===== config.mk =====
export PLATFORM = sky130hd
export DESIGN_NAME = ranc_output_collector
export DESIGN_NICKNAME = d
export VERILOG_FILES = /design/src/rtl/ranc_output_collector.sv
export SDC_FILE = /design/constraint.sdc
export NUM_CORES = 2
export LEC_CHECK = 0
export CAP_MARGIN = 25
export CORE_ASPECT_RATIO = 0.8
export CORE_MARGIN = 2
export CORE_UTILIZATION = 45
export CTS_CLUSTER_SIZE = 40
export DETAILED_ROUTE_END_ITERATION = 10
export PLACE_DENSITY = 0.7
export SLEW_MARGIN = 25
export SYNTH_ARGS = -nofsm -noshare
export SYNTH_HDL_FRONTEND = slang
export SYNTH_SLANG_ARGS = --single-unit

===== constraint.sdc =====
create_clock -name clk -period 7.5 [get_ports clk]
set_clock_uncertainty 0.05 [all_clocks]
set_input_delay 1.125 -clock clk [delete_from_list [all_inputs] [get_ports clk]]
set_output_delay 1.125 -clock clk [all_outputs]
set_load 0.02 [all_outputs]

===== src/rtl/ranc_output_collector.sv =====
// Collects neuron-index spikes from the RANC grid output per tick frame, snapshots
// them at each tick and runs a one-class-per-cycle argmax to report the winning class.
module ranc_output_collector #(
  parameter  int NUM_CLASSES    = 10,
  parameter  int GROUP_SIZE     = 25,
  parameter  int IDX_WIDTH      = 8,
  parameter  int DISCARD_FRAMES = 1,
  localparam int NUM_OUTPUT     = NUM_CLASSES * GROUP_SIZE,
  localparam int CLS_W          = $clog2(NUM_CLASSES),
  localparam int COUNT_W        = $clog2(GROUP_SIZE + 1)
) (
  input  logic                  clk,
  input  logic                  reset_n,
  input  logic                  tick,
  input  logic [IDX_WIDTH-1:0]  packet_out,
  input  logic                  packet_out_valid,
  output logic [NUM_OUTPUT-1:0] spike_vector,
  output logic [CLS_W-1:0]      class_out,
  output logic [COUNT_W-1:0]    class_count,
  output logic                  result_valid,
  output logic [15:0]           frame_count,
  output logic                  overrun_error,
  output logic                  range_error
);

  localparam int          VEC_AW    = $clog2(NUM_OUTPUT);
  localparam logic [15:0] DISCARD_N = 16'(DISCARD_FRAMES);
  localparam logic [CLS_W-1:0] LAST_CLS = CLS_W'(NUM_CLASSES - 1);

  typedef enum logic [1:0] {COLLECT, SCAN, REPORT} state_e;

  state_e                state_q, state_d;
  logic [NUM_OUTPUT-1:0] live_vec_q, live_vec_d;
  logic [COUNT_W-1:0]    live_cnt_q [NUM_CLASSES];
  logic [COUNT_W-1:0]    live_cnt_d [NUM_CLASSES];
  logic [COUNT_W-1:0]    snap_cnt_q [NUM_CLASSES];
  logic [COUNT_W-1:0]    snap_cnt_d [NUM_CLASSES];
  logic [NUM_OUTPUT-1:0] spike_vector_q, spike_vector_d;
  logic [15:0]           frame_count_q, frame_count_d;
  logic [CLS_W-1:0]      k_q, k_d;
  logic [CLS_W-1:0]      best_cls_q, best_cls_d;
  logic [COUNT_W-1:0]    best_cnt_q, best_cnt_d;
  logic [CLS_W-1:0]      class_out_q, class_out_d;
  logic [COUNT_W-1:0]    class_count_q, class_count_d;
  logic                  result_valid_q, result_valid_d;
  logic                  overrun_q, overrun_d;
  logic                  range_q, range_d;

  logic [31:0]           pkt_idx;
  logic [CLS_W-1:0]      pkt_cls;
  logic [VEC_AW-1:0]     pkt_bit;

  always_comb begin
    state_d        = state_q;
    live_vec_d     = live_vec_q;
    live_cnt_d     = live_cnt_q;
    snap_cnt_d     = snap_cnt_q;
    spike_vector_d = spike_vector_q;
    frame_count_d  = frame_count_q;
    k_d            = k_q;
    best_cls_d     = best_cls_q;
    best_cnt_d     = best_cnt_q;
    class_out_d    = class_out_q;
    class_count_d  = class_count_q;
    result_valid_d = 1'b0;
    overrun_d      = overrun_q;
    range_d        = range_q;
    pkt_idx        = 32'(packet_out);
    pkt_cls        = CLS_W'(pkt_idx / GROUP_SIZE);
    pkt_bit        = VEC_AW'(pkt_idx);

    if (tick) begin
      // A tick preempts any scan or report in flight; that result is lost.
      spike_vector_d = live_vec_q;
      snap_cnt_d     = live_cnt_q;
      live_vec_d     = '0;
      live_cnt_d     = '{default: '0};
      if (frame_count_q != 16'hFFFF) frame_count_d = frame_count_q + 16'd1;
      if (state_q != COLLECT) overrun_d = 1'b1;
      if (frame_count_q >= DISCARD_N) begin
        state_d    = SCAN;
        k_d        = '0;
        best_cls_d = '0;
        best_cnt_d = '0;
      end else begin
        state_d = COLLECT;
      end
    end else begin
      case (state_q)
        SCAN: begin
          if (snap_cnt_q[k_q] > best_cnt_q) begin
            best_cls_d = k_q;
            best_cnt_d = snap_cnt_q[k_q];
          end
          if (k_q == LAST_CLS) state_d = REPORT;
          else                 k_d     = k_q + CLS_W'(1);
        end
        REPORT: begin
          class_out_d    = best_cls_q;
          class_count_d  = best_cnt_q;
          result_valid_d = 1'b1;
          state_d        = COLLECT;
        end
        default: state_d = COLLECT;
      endcase
    end

    // Packets land on the post-tick (cleared) live state when both arrive together.
    if (packet_out_valid) begin
      if (pkt_idx < NUM_OUTPUT) begin
        if (!live_vec_d[pkt_bit]) begin
          live_vec_d[pkt_bit] = 1'b1;
          live_cnt_d[pkt_cls] = live_cnt_d[pkt_cls] + COUNT_W'(1);
        end
      end else begin
        range_d = 1'b1;
      end
    end
  end

  always_ff @(posedge clk) begin
    if (!reset_n) begin
      state_q        <= COLLECT;
      live_vec_q     <= '0;
      live_cnt_q     <= '{default: '0};
      snap_cnt_q     <= '{default: '0};
      spike_vector_q <= '0;
      frame_count_q  <= '0;
      k_q            <= '0;
      best_cls_q     <= '0;
      best_cnt_q     <= '0;
      class_out_q    <= '0;
      class_count_q  <= '0;
      result_valid_q <= 1'b0;
      overrun_q      <= 1'b0;
      range_q        <= 1'b0;
    end else begin
      state_q        <= state_d;
      live_vec_q     <= live_vec_d;
      live_cnt_q     <= live_cnt_d;
      snap_cnt_q     <= snap_cnt_d;
      spike_vector_q <= spike_vector_d;
      frame_count_q  <= frame_count_d;
      k_q            <= k_d;
      best_cls_q     <= best_cls_d;
      best_cnt_q     <= best_cnt_d;
      class_out_q    <= class_out_d;
      class_count_q  <= class_count_d;
      result_valid_q <= result_valid_d;
      overrun_q      <= overrun_d;
      range_q        <= range_d;
    end
  end

  assign spike_vector  = spike_vector_q;
  assign class_out     = class_out_q;
  assign class_count   = class_count_q;
  assign result_valid  = result_valid_q;
  assign frame_count   = frame_count_q;
  assign overrun_error = overrun_q;
  assign range_error   = range_q;

endmodule


# After elaboration in Yosys (flattened, before gate mapping)
# Index checks and enable logic that the tools add are counted.
# W data, S select, Z words.
[op_classes]
order_cmp = 8
n_reduce_logical = 12
n_div = 1
n_mux = 37
n_addsub = 3
n_eq_ne = 7
bitwise = 6
[op_table]
columns = ["operator", "n"]
rows = [
  ["$mux W250", 4],
  ["$or A250 B250 Y250", 1],
  ["$mux W50", 4],
  ["$bwmux W50", 1],
  ["$mux W5", 9],
  ["$bmux W5 S4", 2],
  ["$div A8 B5 Y32 const B", 1],
  ["$mux W4", 7],
  ["$demux W5 S4", 1],
  ["$add A16 B1 Y16 const B", 1],
  ["$ge A16 B1 Y1 const B", 1],
  ["$ne A16 B16 Y1 const B", 1],
  ["$ge A5 B5 Y1 const B", 2],
  ["$not A4 Y5", 2],
  ["$lt A8 B9 Y1 const B", 1],
  ["$bmux W1 S8", 1],
  ["$demux W1 S8", 1],
  ["$ge A8 B1 Y1 const B", 1],
  ["$lt A8 B8 Y1 const B", 1],
  ["$reduce_and A2 Y1", 4],
  ["$mux W2", 3],
  ["$reduce_and A3 Y1", 2],
  ["$reduce_bool A2 Y1", 3],
  ["$add A5 B1 Y5 const B", 1],
  ["13 further kinds", 19],
]
[totals]
input_bits = 12
register_bits = 643
wordCells = 106
out_inout_bits = 278

# Depth between registers and ports, before layout
[logic_depth]
ltp_word = 10
depth_mapped = 24
depth_no_buf = 22

# Worst setup path before layout
# Ideal clock, no wire load.
[synth_timing]
kind = "in2reg"
start = "input port packet_out[4]"
end = "register live_cnt_q[29] (netlist bit)"
required_ps = 7316
stages = 23
arrival_time_ps = 5601
setup_ps = 134
path_slack_ps = 1715
n_path_buf = 3
path_cell_list = "buf_2 nor3_2 nor2_1 ha_1 nand3b_1 o21a_1 o21ai_0 nand2_1 ha_1 a31oi_1 o221ai_2 o31ai_4 mux2_1 o31ai_2 nand2_4 buf_4 mux2i_1 clkbuf_1 ha_1 inv_1 a2111o_1 nand3b_4 mux2i_1"
[synth_via]
elab_chain_cells = 10
elab_cells_between_ends = 18
cone_classes = "1 x add/sub; 1 x div; 3 x order compare; 11 x mux; 1 x bitwise; 1 x reduce/logical"
[synth_rtl]
columns = ["element", "line", "source"]
rows = [
  ["start: declaration", "15", "input logic [IDX_WIDTH-1:0] packet_out,"],
  ["$div A8 B5 Y32", "69", "pkt_cls = CLS_W'(pkt_idx / GROUP_SIZE);"],
  ["$not A4 Y5 (implied by the code)", "113", "live_cnt_d[pkt_cls] = live_cnt_d[pkt_cls] + COUNT_W'(1);"],
  ["$bmux W5 S4 (tied with other cells)", "113", ""],
  ["$mux W5 (implied by the code) / $logic_and A1 B1 Y1 (equally long branches)", "113", ""],
  ["$mux W5 (implied by the code)", "113", ""],
  ["$add A5 B1 Y5 / $demux W5 S4 (equally long branches)", "113", ""],
  ["$bwmux W50", "113", ""],
  ["$mux W50", "111", "if (!live_vec_d[pkt_bit]) begin"],
  ["$mux W50 (*)", "110", "if (pkt_idx < NUM_OUTPUT) begin"],
  ["$mux W50 (*)", "109", "if (packet_out_valid) begin"],
  ["end signal: assignment", "140", "live_cnt_q <= live_cnt_d;"],
  ["end: declaration", "34", "logic [COUNT_W-1:0] live_cnt_q [NUM_CLASSES];"],
]
# Mark *: on every way between the ends. The rest lies on a longest branch, timed or not. The select of a mux whose other input is x is not followed.
# A chain may end at the register's enable or synchronous reset.

# Worst setup path in the final report
[layout_timing]
start = "input port packet_out[3]"
end = "register live_cnt_q[12] (netlist bit)"
# Same word-level chain as after synthesis.

==> summary.md <==
| Metric | Value |
|---|---|
| Outcome | `finished, final reports clean` |
| Worst IR Drop VDD | `0.155 mV` |
| GRT Total Usage | `27.2%` |
| RSZ-0062 raised after global routing | `false` |
| Area growth from synthesis to layout | `21.3%` |
| Crit path top cell by count | `ha_1` |
| Switch share | `23.2%` |
| Number of global-route vias before repair | `21400` |
| Final HPWL DP | `61300 µm` |
| Hold path depth | `1` |
| Simple-gate area share of the yosys netlist | `19.3%` |
| WP data required | `7.94 ns` |
| Synth warn | `0` |
| Reg2Reg Depth | `11` |
| DP Area | `31600 µm²` |
| Multi-input gate area | `around 14000 µm²` |
| Max-slew violations | `0` |
| Mapped Avg Cell Area | `10.1 µm²` |
| Setup crit end kind | `flip-flop` |
| DRC viols | `0` |
| Aggregate global routing overflow | `0` |
| Final Hold Vio Count | `0` |
| Gp weighted congestion | `0.906` |
| Seq/Total Area, Yosys | `45.8%` |
| IO buf count | `289` |
| Switching power | `roughly 0.0018 W` |
| # fillers | `5292` |
| # clock sinks | `643` |
| CTS tree | `yes` |
| Seq pwr share | `around 45%` |
| Worst path slowest cell | `nor3_2` |
| Synth top area cells | `dfxtp_1 (46%), mux2i_1 (14%), nor2b_1 (7.8%), o2bb2ai_1 (7.3%), and2_1 (6.1%)` |
| Core footprint | `61400 µm²` |
| Initial antenna violation count | `4` |
| Final wirelength | `90900 µm` |
| Arr. time, crit path | `a little under 7 ns` |
| Initial core utilization | `between 40% and 50%` |
| Vias per cell | `between 5 and 6` |
| Worst slew margin | `28.7%` |
| Netlist cell types | `89` |
| Critical Path Max Stage Delay | `0.47 ns` |
| IO Pins | `290` |
| Largest family of logic cells by synthesized area | `simple AND/OR/NAND/NOR gates` |
| P_leak | `12.3 nW` |
| Critical Path Fanout Max | `22` |
| Fmax | `0.158 GHz` |
| Cell internal pwr | `0.00583 W` |
| Combinational Power Share | `6.3%` |
| Final setup viols | `0` |
| Reg area | `around 13000 µm²` |
| Die area | `~64000 µm²` |
| Power Dens Cells | `between 200 and 250 nW/µm²` |
| Number of hold buffers added after CTS | `0` |
| Worst hold path class | `flip-flop to flip-flop` |
| Inserted Clock Buffers | `69` |
| Synthesized cell area | `28100 µm²` |
| Final Instance Area | `34100 µm²` |
| Yosys reg bits | `between 600 and 700` |
| Post-CTS resize count | `0` |
| Critical path class | `input pin to flip-flop` |
| CTS Root Cell | `clkbuf_16` |
| Syn_nets | `2814` |
| Post-synth EDFFs | `0` |
| Routed wire per std cell | `23.6 µm` |
| Cells along the critical path | `clkdlybuf4s50_1, nor3_2, nor2_1, ha_1, nand3b_1, o21a_1, o21ai_0, nand2_1, ha_1, a31oi_1, o221ai_2, o31ai_4, buf_4, inv_2, a41oi_2, nand2_4, mux2_1, a22oi_2, nand3_1, ha_1, inv_1, xnor2_2, mux2i_1, and2_1` |
| Asr flop ratio synth | `0%` |
| First-pass GRT wire length | `135000 µm` |
| Cell with the most instances after synthesis | `dfxtp_1` |
| H-tree depth | `3` |
| DRT iter0 DRCs | `2426` |
| Share of total power in the clock network | `between 40% and 50%` |
| Worst Tran Pin Value | `1.07 ns` |
| Main synth FF type | `dfxtp_1` |
| Deepest clock path buffer count | `3` |
| Final setup TNS | `0 ns` |
| Max Cap Viol | `0` |
| Nets | `3001` |
| Num rows | `81` |
| Largest net degree at the start of global routing | `346` |
| Yosys top cell area share | `45.8%` |
| Worst setup SP type | `input pin` |
| Proportion of layout cells with a drive suffix above 1 | `7.56%` |
| DRT antenna net count | `0` |
| Final min period | `6.33 ns` |
| Post CTS Setup Buffer Count | `0` |
| Synth Area in XOR/XNOR | `0.525%` |
| Synth Area in Compound Gates | `roughly 15%` |
| Post-synthesis adder-cell area fraction | `less than 1%` |
| Yosys top cell by area | `dfxtp_1` |
| Die width | `around 280 µm` |
| Worst-skew pair later-pin latency | `0.62 ns` |
| Fin crit share | `84.4%` |
| Mux contribution to synthesized area | `15.4%` |
| Worst-path clk slew | `0.06 ns` |
| DRT Pass-1 Iters | `6` |
| Vias post-DR | `22600` |
| Synth top cells by count | `dfxtp_1 (643), mux2i_1 (387), nor2b_1 (352)` |
| Die H | `228 µm` |
| Mapped Cells | `2788` |
[worst max-delay path: cells and delay by family]
kind                     cells  cell delay, ns
adder cells (fa/ha/maj)      3            0.76
AO/OA/AOI/OAI                7            1.60
buffers and inverters        4            1.12
multiplexers                 2            0.52
XOR/XNOR                     1            0.24
AND/OR/NAND/NOR              7            1.37
[kinds of logic after synthesis]
logic type,count (synthesis)
simple gates,937
flops,643
compound gates,527
mux,411
buf+inv,240
xor+xnor,16
fa+ha+maj,14
[state kept, by name, summed over array words and instances, names as in the netlist, 2 cells and up]
signal	flops
k_q	4
frame_count	16
state_q	2
live_vec_q	250
best_cnt_q	5
best_cls_q	4
snap_cnt_q	50
spike_vector	250
class_count	5
class_out	4
live_cnt_q	50
[per-layer routing]
| metal | vias up | part of all wire, % | global-route usage, % |
|---|---|---|---|
| met3 | 206 | 9.7 | 6.90 |
| met4 | 6 | 2.8 | 7.75 |
| met1 | 10900 | 45 | 38.4 |
| met5 | - | 0.048 | 0 |
| met2 | 1150 | 43 | 41.0 |
| li1 | 10300 | - | - |
[area by class of cell]
cell class                 instances  area share [%]
antenna                            1         0.00734
clock buffer                     104            6.26
clock inverter                    20           0.998
inverter                          16           0.198
multi-input combinational       1905            42.0
sequential                       643            37.8
tap                              830            3.05
timing repair buffer             340            9.75
[cell usage in the layout (no fill, tap or decap), types with 44 or more instances in the layout]
cell type and count:
mux2i_1 387, nand2_1 127, o2bb2ai_1 235, a22oi_1 65, and2_1 273, clkdlybuf4s50_1 285
nor2_1 44, dfxtp_1 643, buf_4 47, clkbuf_16 74, nor2b_1 350, nand3_1 50
[path summary, 6_finish.rpt]
| check | startpoint | end | slack (ns) |
|---|---|---|---|
| hold / removal | overrun_error | overrun_error | 0.42 |
| setup / recovery | packet_out[3] | live_cnt_q[12] | 1.17 |
| setup reg to reg | live_vec_q[91] | live_cnt_q[42] | 3.03 |
| hold reg to reg | overrun_error | overrun_error | 0.42 |
[per-stage QoR]
step | hold WS [ns] | worst slack, ns | total power [W] | cells | utilization (%)
CTS | 0.428 | 1.26 | 0.00762 | 3857 | 55.5
detailed placement | 0.409 | 0.640 | 0.00397 | 3733 | 51.4
global placement | 0.414 | 0.796 | 0.00396 | 3733 | 51.4
finish | 0.420 | 1.17 | 0.00759 | 3859 | 55.5
global route | 0.439 | 0.816 | 0.00778 | 3858 | 55.5
floorplan | 0.392 | 1.72 | 0.00384 | 2788 | -
[power groups by stage]
| stage | clock, W | sequential, W | combinational (W) |
|---|---|---|---|
| floorplan | 0 | 0.00351 | 0.000329 |
| global placement | 0 | 0.00351 | 0.000455 |
| detailed placement | 0 | 0.00351 | 0.000461 |
| CTS | 0.00372 | 0.00343 | 0.000463 |
| global route | 0.00386 | 0.00343 | 0.000497 |
| finish | 0.00368 | 0.00343 | 0.000477 |
Power figures use the tool's default switching activity.
